`src/rtl/coffee_pkg.sv`:
```
// Shared definitions for the coin bank controller: coin encodings,
// denomination values and FSM state constants.
package coffee_pkg;

  localparam logic [1:0] CT_50  = 2'b00;
  localparam logic [1:0] CT_100 = 2'b01;
  localparam logic [1:0] CT_500 = 2'b10;
  localparam logic [1:0] CT_INV = 2'b11;

  localparam logic [15:0] DEN_50  = 16'd50;
  localparam logic [15:0] DEN_100 = 16'd100;
  localparam logic [15:0] DEN_500 = 16'd500;

  typedef logic [1:0] state_t;
  localparam state_t ST_IDLE   = 2'd0;
  localparam state_t ST_PAYOUT = 2'd1;
  localparam state_t ST_GAP    = 2'd2;

  // Face value of a coin code; the invalid code maps to 0.
  function automatic logic [15:0] coin_value(input logic [1:0] ct);
    case (ct)
      CT_50:   coin_value = DEN_50;
      CT_100:  coin_value = DEN_100;
      CT_500:  coin_value = DEN_500;
      default: coin_value = 16'd0;
    endcase
  endfunction

endpackage

```
`src/rtl/payout_selector.sv`:
```
// Picks the largest coin that fits in the remaining credit.
// den_oh is {500,100,50}; amt is 0 when the credit is below 50.
module payout_selector
  import coffee_pkg::*;
(
  input  logic [15:0] coin_val,
  output logic [2:0]  den_oh,
  output logic [15:0] amt
);

  // Greedy largest-first denomination choice
  always_comb begin
    den_oh = 3'b000;
    amt    = 16'd0;
    if (coin_val >= DEN_500) begin
      den_oh = 3'b100;
      amt    = DEN_500;
    end else if (coin_val >= DEN_100) begin
      den_oh = 3'b010;
      amt    = DEN_100;
    end else if (coin_val >= DEN_50) begin
      den_oh = 3'b001;
      amt    = DEN_50;
    end
  end

endmodule

```
`src/rtl/coin_bank_ctrl.sv`:
```
// Coin bank controller: accepts coins, charges coffees, pays out change.
// Optional macro COIN_BANK_AUDIT_EN adds a saturating sales_cnt output.
module coin_bank_ctrl
  import coffee_pkg::*;
#(
  parameter int COFFEE_VAL = 300,
  parameter int MAX_VAL    = 9950,
  parameter int DISP_GAP   = 4
) (
  input  logic        clk,
  input  logic        reset,
  input  logic        coin,
  input  logic [1:0]  coin_type,
  input  logic        coffee_make,
  input  logic        coffee_out,
  input  logic        coin_return,
  output logic [15:0] coin_val,
  output logic        coin_reject,
  output logic        disp_500,
  output logic        disp_100,
  output logic        disp_50,
  output logic        busy,
  output logic        charge_err
`ifdef COIN_BANK_AUDIT_EN
  ,
  output logic [15:0] sales_cnt
`endif
);

  state_t      state;
  logic [3:0]  gap_cnt;
  logic [15:0] cval;
  logic [16:0] sum;
  logic        coin_ok;
  logic        chg_ok;
  logic [15:0] idle_val;
  logic [2:0]  sel_oh;
  logic [15:0] sel_amt;

  payout_selector u_sel (
    .coin_val (coin_val),
    .den_oh   (sel_oh),
    .amt      (sel_amt)
  );

  assign busy = (state != ST_IDLE);

  // Accept/charge decisions; the MAX check uses the pre-charge sum, the
  // charge check uses the credit held before this cycle's coin.
  always_comb begin
    cval     = coin_value(coin_type);
    sum      = {1'b0, coin_val} + {1'b0, cval};
    coin_ok  = coin && (state == ST_IDLE) && (coin_type != CT_INV) &&
               (sum <= 17'(MAX_VAL));
    chg_ok   = coffee_out && coffee_make && (state == ST_IDLE) &&
               (coin_val >= 16'(COFFEE_VAL));
    idle_val = coin_val + (coin_ok ? cval : 16'd0) -
               (chg_ok ? 16'(COFFEE_VAL) : 16'd0);
  end

  // FSM, credit register and one-cycle status pulses
  always_ff @(posedge clk or posedge reset) begin
    if (reset) begin
      state       <= ST_IDLE;
      coin_val    <= 16'd0;
      gap_cnt     <= 4'd0;
      coin_reject <= 1'b0;
      charge_err  <= 1'b0;
      disp_500    <= 1'b0;
      disp_100    <= 1'b0;
      disp_50     <= 1'b0;
    end else begin
      coin_reject <= coin && !coin_ok;
      charge_err  <= coffee_out && !chg_ok;
      disp_500    <= 1'b0;
      disp_100    <= 1'b0;
      disp_50     <= 1'b0;
      case (state)
        ST_IDLE: begin
          coin_val <= idle_val;
          if (coin_return && (coin_val != 16'd0))
            state <= ST_PAYOUT;
        end
        ST_PAYOUT: begin
          if (sel_amt == 16'd0) begin
            // Sub-50 remainder cannot be paid out; drop it
            coin_val <= 16'd0;
            state    <= ST_IDLE;
          end else begin
            coin_val                     <= coin_val - sel_amt;
            {disp_500, disp_100, disp_50} <= sel_oh;
            gap_cnt                      <= 4'd0;
            state                        <= ST_GAP;
          end
        end
        ST_GAP: begin
          if (gap_cnt == 4'(DISP_GAP - 1)) begin
            gap_cnt <= 4'd0;
            state   <= (coin_val != 16'd0) ? ST_PAYOUT : ST_IDLE;
          end else begin
            gap_cnt <= gap_cnt + 4'd1;
          end
        end
        default: state <= ST_IDLE;
      endcase
    end
  end

`ifdef COIN_BANK_AUDIT_EN
  // Successful charges, saturating
  always_ff @(posedge clk or posedge reset) begin
    if (reset)
      sales_cnt <= 16'd0;
    else if (chg_ok && (sales_cnt != 16'hFFFF))
      sales_cnt <= sales_cnt + 16'd1;
  end
`endif

endmodule

```
`config.mk`:
```
export PLATFORM = sky130hd
export DESIGN_NAME = coin_bank_ctrl
export DESIGN_NICKNAME = d
export VERILOG_FILES = /design/src/rtl/coffee_pkg.sv /design/src/rtl/payout_selector.sv /design/src/rtl/coin_bank_ctrl.sv
export SDC_FILE = /design/constraint.sdc
export NUM_CORES = 1
export LEC_CHECK = 0
export CORE_UTILIZATION = 48
export CTS_CLUSTER_SIZE = 20
export DETAILED_ROUTE_END_ITERATION = 8
export HOLD_SLACK_MARGIN = 0.08
export PLACE_DENSITY = 0.77
export SYNTH_ARGS = -nofsm -noshare
export SYNTH_HDL_FRONTEND = slang
export SYNTH_HIERARCHICAL = 1
export SYNTH_SLANG_ARGS = --single-unit
```
`constraint.sdc`:
```
create_clock -name clk -period 7.3 [get_ports clk]
set_input_delay 1.46 -clock clk [delete_from_list [all_inputs] [get_ports clk]]
set_output_delay 1.46 -clock clk [all_outputs]
set_load 0.05 [all_outputs]
```
# == After elaboration in Yosys (flattened, before gate mapping) ==
# Index checks and enable logic that the tools add are counted.
# classes
reduce_logical,20
bitwise_logic,0
n_eq_ne,9
n_shift,0
div_mod_pow,0
n_mux,25
mul,0
n_lt_le_gt_ge,5
add_sub_neg,5
# ops
op,n
$mux 16,4
$ge 16x9->1 const B,2
$pmux 16 s2,1
$pmux 9 s3,1
$add 16x16->17,1
$le 17x14->1 const B,1
$add 16x16->16,1
$ge 16x6->1 const B,1
$ge 16x7->1 const B,1
$logic_not 16->1,1
$reduce_bool 16->1,1
$sub 16x16->16,1
$sub 16x9->16,1
$logic_and 1x1->1,9
$mux 9,1
$mux 1,8
$mux 4,2
$pmux 4 s2,1
$mux 2,3
$mux 3,2
$mux 6,1
$ne 2x2->1 const B,3
$pmux 2 s3,1
$reduce_bool 2->1,3
other kinds (8),13
# totals
inputBits,8
n_memories,0
ram_bits,0
output_inout_bits,22
regBits,27
mem_bits_ro,0
latch_bits,0
word_cells,72

# == Depth between registers and ports, before layout ==
# Gate-level depths: netlist of run 1.
# logic_depth
ltp_word,9
mapped_depth,25
mapped_depth_nobuf,24

# == Modules after synthesis ==
# Netlist of run 1, hierarchy kept.
# by_module_without_submodules
mod,seq_area_each_um2,instances,cells_per_inst,area_per_inst_um2
coin_bank_ctrl,675.6,1,438,3550.9
payout_selector,0.0,1,29,207.7

# == Least setup slack after synthesis of run 1 ==
# OpenSTA, ideal clock, no wires.
# synth_timing
path_type,input-to-reg
from,input coin_type[0]
to,register coin_val[15]
arrival_ns,6.496
path_buffers,1
path_slack_ns,0.657
stages,22
required_time_ns,7.152
setup_time_ns,0.148
cell_sequence,inv_1 -> ha_1 -> ha_1 -> a21o_1 -> a221oi_2 -> nand2_2 -> or4_1 -> a32oi_1 -> o31ai_1 -> and3_1 -> buf_6 -> and2_4 -> fa_1 -> fa_1 -> a21oi_1 -> o211ai_1 -> o41a_1 -> a31oi_1 -> o21bai_1 -> o41ai_1 -> xnor2_1 -> o221ai_1
# synth_via
elab_chain_cells,9
word_cells_on_any_way,13
cone_classes,add/sub: 3; order compare: 1; eq/ne: 3; mux: 3; reduce/logical: 3
# synth_rtl
item,line_no,rtl
from (decl),coin_bank_ctrl.sv:13,"input logic [1:0] coin_type,"
"$eq 2x2->1, or another cell as far along",coffee_pkg.sv:21,case (ct)
$pmux 9 s3,coffee_pkg.sv:21,
$add 16x16->17,coin_bank_ctrl.sv:52,"sum = {1'b0, coin_val} + {1'b0, cval};"
$le 17x14->1,coin_bank_ctrl.sv:54,(sum <= 17'(MAX_VAL));
$logic_and 1x1->1,coin_bank_ctrl.sv:53,coin_ok = coin && (state == ST_IDLE) && (coin_type != CT_INV) &&
$mux 16 (*),coin_bank_ctrl.sv:57,idle_val = coin_val + (coin_ok ? cval : 16'd0) -
$add 16x16->16 (*),coin_bank_ctrl.sv:57,
$sub 16x9->16 (*),coin_bank_ctrl.sv:57,
$pmux 16 s2 (*),coin_bank_ctrl.sv:78,case (state)
to (signal assigned),coin_bank_ctrl.sv:80,coin_val <= idle_val;
to (signal assigned),coin_bank_ctrl.sv:90,coin_val <= coin_val - sel_amt;
to (decl),coin_bank_ctrl.sv:17,"output logic [15:0] coin_val,"
# Every way passes the cells marked *; elsewhere a longest branch is shown, timed or not.
# A chain may end at the register's enable or synchronous reset.

# == Final worst setup path of run 1 ==
# layout_timing
from,input coin_type[0]
to,register coin_val[13]
# The elaborated chain is that of the path after synthesis.

==> results.ini, run 1 <==
[status]
status = complete, no violations

[floorplanning]
num_rows = 31
start_util_pct = 50.73
die_h_um = 90.49
fp.coreArea_mm2 = 0.007408
die_w_um = 90.49
io-pin-count = 30
dieArea_mm2 = 0.008188

[logic_synthesis]
ys_seq_area_share_pct = 17.98
async_flop_share_pct = 100.0
synth_area_mm2 = 0.003759
yosysWarnings = 6
yosys-top-cells-area = ha_1, dfrtp_1, inv_1
synth.distinct_cells = 63
synth_edf_count = 0
avgSynthCellArea_um2 = 8.048
netlist_instances = 467
post-synth-top-area-cell = ha_1
yosys.area.top_type_share_pct = 19.97
synth.most_common_cell = inv_1
synth.top_cells.by_count = inv_1, ha_1, nor2_1, dfrtp_1, a21oi_1
ys.flop_type = dfrtp_1
ys_ff_latch = 27

[drt]
via_per_inst = 5.887
routedWlPerCell_um = 16.02
wirelength_um = 9498
postRouteAntennaNets = 0
drt_iter0_drc = 272
drc = 0
route.vias.total = 3491
first_pass_iters = 5

[cts]
cts_max_level = 1
tritoncts = built
clkSinkCount = 27
post_cts_buffers = 0
clkLatencyLatePin_ns = 0.29
hold_buffers = 0
cts_resized = 0
cts_made_buffers = 3
cts_root_buf = clkbuf_8
clk_path_buf_depth = 2
clk_pin_slew_ns = 0.11

[sta]
worstMarginPinSlew_ns = 0.9489
setup_violations = 0
min_period_over_period_pct = 96.10
max_freq_mhz = 142.5
slew_viol_final = 0
hold_viol = 0
period_needed_ns = 7.015
fin_skew_ns = 0.004464
hold_slack_ns = 0.5373
grt_setup_unrepaired = no
relSlewSlack_pct = 36.61

[worst_hold_path]
hp-class = reg -> reg
min_path_cells = 1

[grt]
antenna_found_initial = 0
grt_max_degree = 30
grt_pass1_wl_um = 15760
grt.total_usage_pct = 23.47
grt-ovfl-total = 0
grt_pass1_vias = 3373

[setup_path]
worstPathRequired_ns = 7.48
arrival_ns = 7.19
endpoint_kind = flip-flop
critPathKind = in -> reg
cp-start-kind = primary input
worst-path-max-fanout = 5
ff2ff_path_depth = 21

[cells_and_area]
syn2layout_area_growth_pct = 11.22
n_antenna_cell = 0
drive_gt1_share_pct = 4.858
nets = 569

[job]
drv_cap = 0

[placed_design]
gp_congestion = 0.8646
dp_hpwl_um = 7317
io_buffers = 29

metal layers:
layer	global-route usage [%]	vias up	wire length, um
met5	0	-	0
met4	5.511	0	119
met2	40.78	111	4509
met3	2.609	14	375
met1	30.97	1662	4493
li1	-	1704	-
per-stage QoR:
step | utilization, % | worst slack [ns] | instances | setup TNS (ns) | area (um^2)
after floorplan | - | 0.6566 | 475 | 0 | 3789
after global placement | 55.62 | 0.07490 | 589 | 0 | 4120
after detailed placement | 55.62 | -0.02849 | 589 | -0.03984 | 4120
after CTS | 56.27 | 0.2732 | 593 | 0 | 4169
after global routing | 56.43 | 0.01836 | 593 | 0 | 4180
final | 56.43 | 0.2848 | 593 | 0 | 4180
cells by family (layout without fill, tap and decap cells):
logic type	count (synthesis)	after routing	synth area share, %
buf+inv	82	101	9.687
simple gates	142	142	20.11
flops	27	27	17.98
other cells	1	9	0.09977
fa+ha+maj	66	66	23.17
compound gates	114	114	20.67
xor+xnor	32	32	7.457
mux	3	3	0.8322
sequential cells by signal, summed over array words and instances (netlist names):
signal       flops
disp_50          1
state            2
coin_val        16
charge_err       1
gap_cnt          4
coin_reject      1
disp_500         1
disp_100         1
path summary, 6_finish.rpt:
check | endpoint | start | slack, ns
setup / recovery | coin_val[13] | coin_type[0] | 0.28
hold / removal | gap_cnt[0] | gap_cnt[0] | 0.54
setup reg to reg | coin_val[13] | coin_val[2] | 1.77
hold reg to reg | gap_cnt[0] | gap_cnt[0] | 0.54
max in group asynchronous | coin_val[5] | reset | 5.48
min in group asynchronous | disp_500 | reset | 1.53
worst max-delay path, stage by stage:
cell and delay, ns:
clkdlybuf4s50_1 0.48, inv_1 0.09, ha_1 0.37, ha_1 0.31, a21o_1 0.23, a221oi_2 0.30
nand2_2 0.09, or4_1 0.50, a32oi_1 0.21, o31ai_1 0.10, and3_1 0.21, and2_4 0.16
fa_1 0.48, fa_1 0.49, a21oi_2 0.18, o211ai_1 0.13, o41a_1 0.36, a31oi_1 0.27
o21bai_1 0.15, a21o_1 0.20, xnor2_1 0.11, o311ai_0 0.28
layout make-up:
cell class / count / area, um^2
multi-input combinational: 366 / 2760
timing repair buffer: 36 / 342.8
clock buffer: 3 / 41.29
sequential: 27 / 675.6
tap: 99 / 123.9
inverter: 61 / 229.0
clock inverter: 1 / 7.507
fill: 697 / 3228
cells in the final DEF (no fill, tap or decap), drive strengths merged, types with 12 or more instances in the layout:
master,instances
a21oi,25
clkdlybuf4s50,29
dfrtp,27
ha,60
inv,61
nand2,25
nand2b,12
nor2,32
o21ai,18
xnor2,21
Power of run 1 is left out: the tool's default activity adds up to more than one toggle a clock period on the data nets, which glitch-free logic cannot reach.
==> inputs of run 2 (changes only) <==
--- a/config.mk
+++ b/config.mk
@@ -8,8 +8,9 @@
 export CORE_UTILIZATION = 48
 export CTS_CLUSTER_SIZE = 20
 export DETAILED_ROUTE_END_ITERATION = 8
+export DONT_BUFFER_PORTS = 1
 export HOLD_SLACK_MARGIN = 0.08
-export PLACE_DENSITY = 0.77
+export PLACE_DENSITY = 0.64
 export SYNTH_ARGS = -nofsm -noshare
 export SYNTH_HDL_FRONTEND = slang
 export SYNTH_HIERARCHICAL = 1
==> run 2 against run 1 <==
Net effect: critical path depth is 1 lower; via count shrank 6.2%; clock skew up 0.0091 ns; first-iteration DRC count shrank 28%; critical path type unchanged; count of clock-buffer cells in the layout is the same; highest routed layer unchanged; critical endpoint is now coin_val[15].
==> results.ini, run 2 (synthesis gave the netlist of run 1 again) <==
[drt]
wirelength_um = 9720  ; +2.3%
routedWlPerCell_um = 17.20  ; +7.4%
postRouteAntennaNets = 0  ; unchanged
drc = 0  ; unchanged
via_per_inst = 5.795  ; -1.6%
first_pass_iters = 5  ; unchanged
drt_iter0_drc = 197  ; -28%
route.vias.total = 3274  ; -6.2%

[sta]
slew_viol_final = 0  ; unchanged
setup_violations = 0  ; unchanged
fin_skew_ns = 0.01359  ; +0.009128 ns
min_period_over_period_pct = 91.88  ; -4.2 points
hold_viol = 0  ; unchanged
grt_setup_unrepaired = no
max_freq_mhz = 149.1  ; +4.6%
worstMarginPinSlew_ns = 0.8853  ; -0.06360 ns
relSlewSlack_pct = 40.86  ; +4.2 points
hold_slack_ns = 0.5667  ; +0.02940 ns
setup_tns_ns = 0  ; unchanged
period_needed_ns = 6.707  ; -0.3080 ns

[floorplanning]
dieArea_mm2 = 0.008188  ; unchanged
fp.coreArea_mm2 = 0.007408  ; unchanged
die_w_um = 90.49  ; unchanged
die_h_um = 90.49  ; unchanged
num_rows = 31  ; unchanged
io-pin-count = 30  ; unchanged
start_util_pct = 50.73  ; unchanged

[setup_path]
critPathKind = in -> reg
worst-path-max-fanout = 6  ; +1
arrival_ns = 6.87  ; -0.32 ns
endpoint_kind = flip-flop
worstPathRequired_ns = 7.46  ; -0.02 ns
cp-start-kind = primary input

[job]
drv_cap = 0  ; unchanged

[worst_hold_path]
hp-class = reg -> reg

[cts]
tritoncts = built
hold_buffers = 0  ; unchanged
cts_made_buffers = 3  ; unchanged
clkLatencyLatePin_ns = 0.29  ; about the same
post_cts_buffers = 0  ; unchanged
cts_root_buf = clkbuf_8
clkSinkCount = 27  ; unchanged
cts_max_level = 1  ; unchanged
clk_pin_slew_ns = 0.11  ; about the same
clk_path_buf_depth = 2  ; unchanged
cts_resized = 0  ; unchanged

[cells_and_area]
n_antenna_cell = 0  ; unchanged
nets = 541  ; -4.9%
regMostFlops = coin_val
syn2layout_area_growth_pct = 3.329
drive_gt1_share_pct = 4.936  ; +0.077 points
mostFrequentLayoutCells = inv_1, ha_1, nor2_1
largest_reg_flops = 16  ; unchanged
largestRegisters = coin_val (16), gap_cnt (4), state (2)
final_common_cell = inv_1

[grt]
grt_max_degree = 29  ; -3.3%
antenna_found_initial = 0  ; unchanged
grt_pass1_vias = 3330  ; -1.3%
grt.total_usage_pct = 25.01  ; +1.5 points
grt-ovfl-total = 0  ; unchanged
grt_pass1_wl_um = 16470  ; +4.5%

[placed_design]
io_buffers = 0  ; -100%
dp_hpwl_um = 7591  ; +3.7%
gp_congestion = 0.8451  ; -2.3%

[status]
status = complete, no violations

==> run 2: cell count changes in the layout (fill, tap and decap cells not counted), sizes merged <==
cell           previous run  this run
buf                       7         8
clkdlybuf4s50            29         0
clkinv                    0         1
clkinvlp                  1         0
==> run 2: layer usage <==
layer,up-vias,part of all wire [%],track usage (%)
li1,1644,-,-
met1,1541,45,33.00
met2,78,47,43.94
met3,11,6.4,2.441
met4,0,1.2,5.376
met5,-,0,0
==> run 2: critical path, cell delays in order <==
cell,delay [ns]
inv_1,0.06
ha_1,0.38
ha_1,0.37
a21o_1,0.24
a221oi_2,0.33
nand2_2,0.12
or4_1,0.50
a32oi_1,0.21
o31ai_1,0.09
and3_1,0.20
and2_4,0.16
fa_1,0.49
fa_1,0.47
a21oi_1,0.22
o211ai_1,0.15
o41a_1,0.37
a31oi_1,0.28
o21bai_1,0.13
o41ai_1,0.33
xnor2_1,0.17
o221ai_1,0.12
==> run 2: final timing paths <==
path / from / end / slack, ns / cells past startpoint
setup / recovery: coin_type[0] / coin_val[15] / 0.59 / 21
hold / removal: gap_cnt[0] / gap_cnt[0] / 0.57 / 1
setup reg to reg: coin_val[6] / coin_val[15] / 1.36 / 19
hold reg to reg: gap_cnt[0] / gap_cnt[0] / 0.57 / 1
max in group asynchronous: reset / coin_val[5] / 5.89 / 2
min in group asynchronous: reset / disp_500 / 1.12 / 2
==> run 2: final cells by class <==
type                    count  area (um^2)
clock inverters             1        5.005
flip-flops and latches     27        675.6
clock buffers               3        41.29
fillers                   744         3525
well taps                  99        123.9
inverters                  61        229.0
repair buffers              8        60.06
multi-input cells         366         2749
==> run 2: per-stage QoR <==
stage / utilization [%] / instances / area [um^2] / setup WS [ns]
2_1_floorplan: - / 475 / 3789 / 0.6566
3_3_place_gp: 51.80 / 561 / 3837 / 0.4874
3_5_place_dp: 51.80 / 561 / 3837 / 0.3343
4_1_cts: 52.42 / 565 / 3884 / 0.6289
5_1_grt: 52.42 / 565 / 3884 / 0.2797
6_report: 52.42 / 565 / 3884 / 0.5928
Power of run 2 is left out for the same reason.
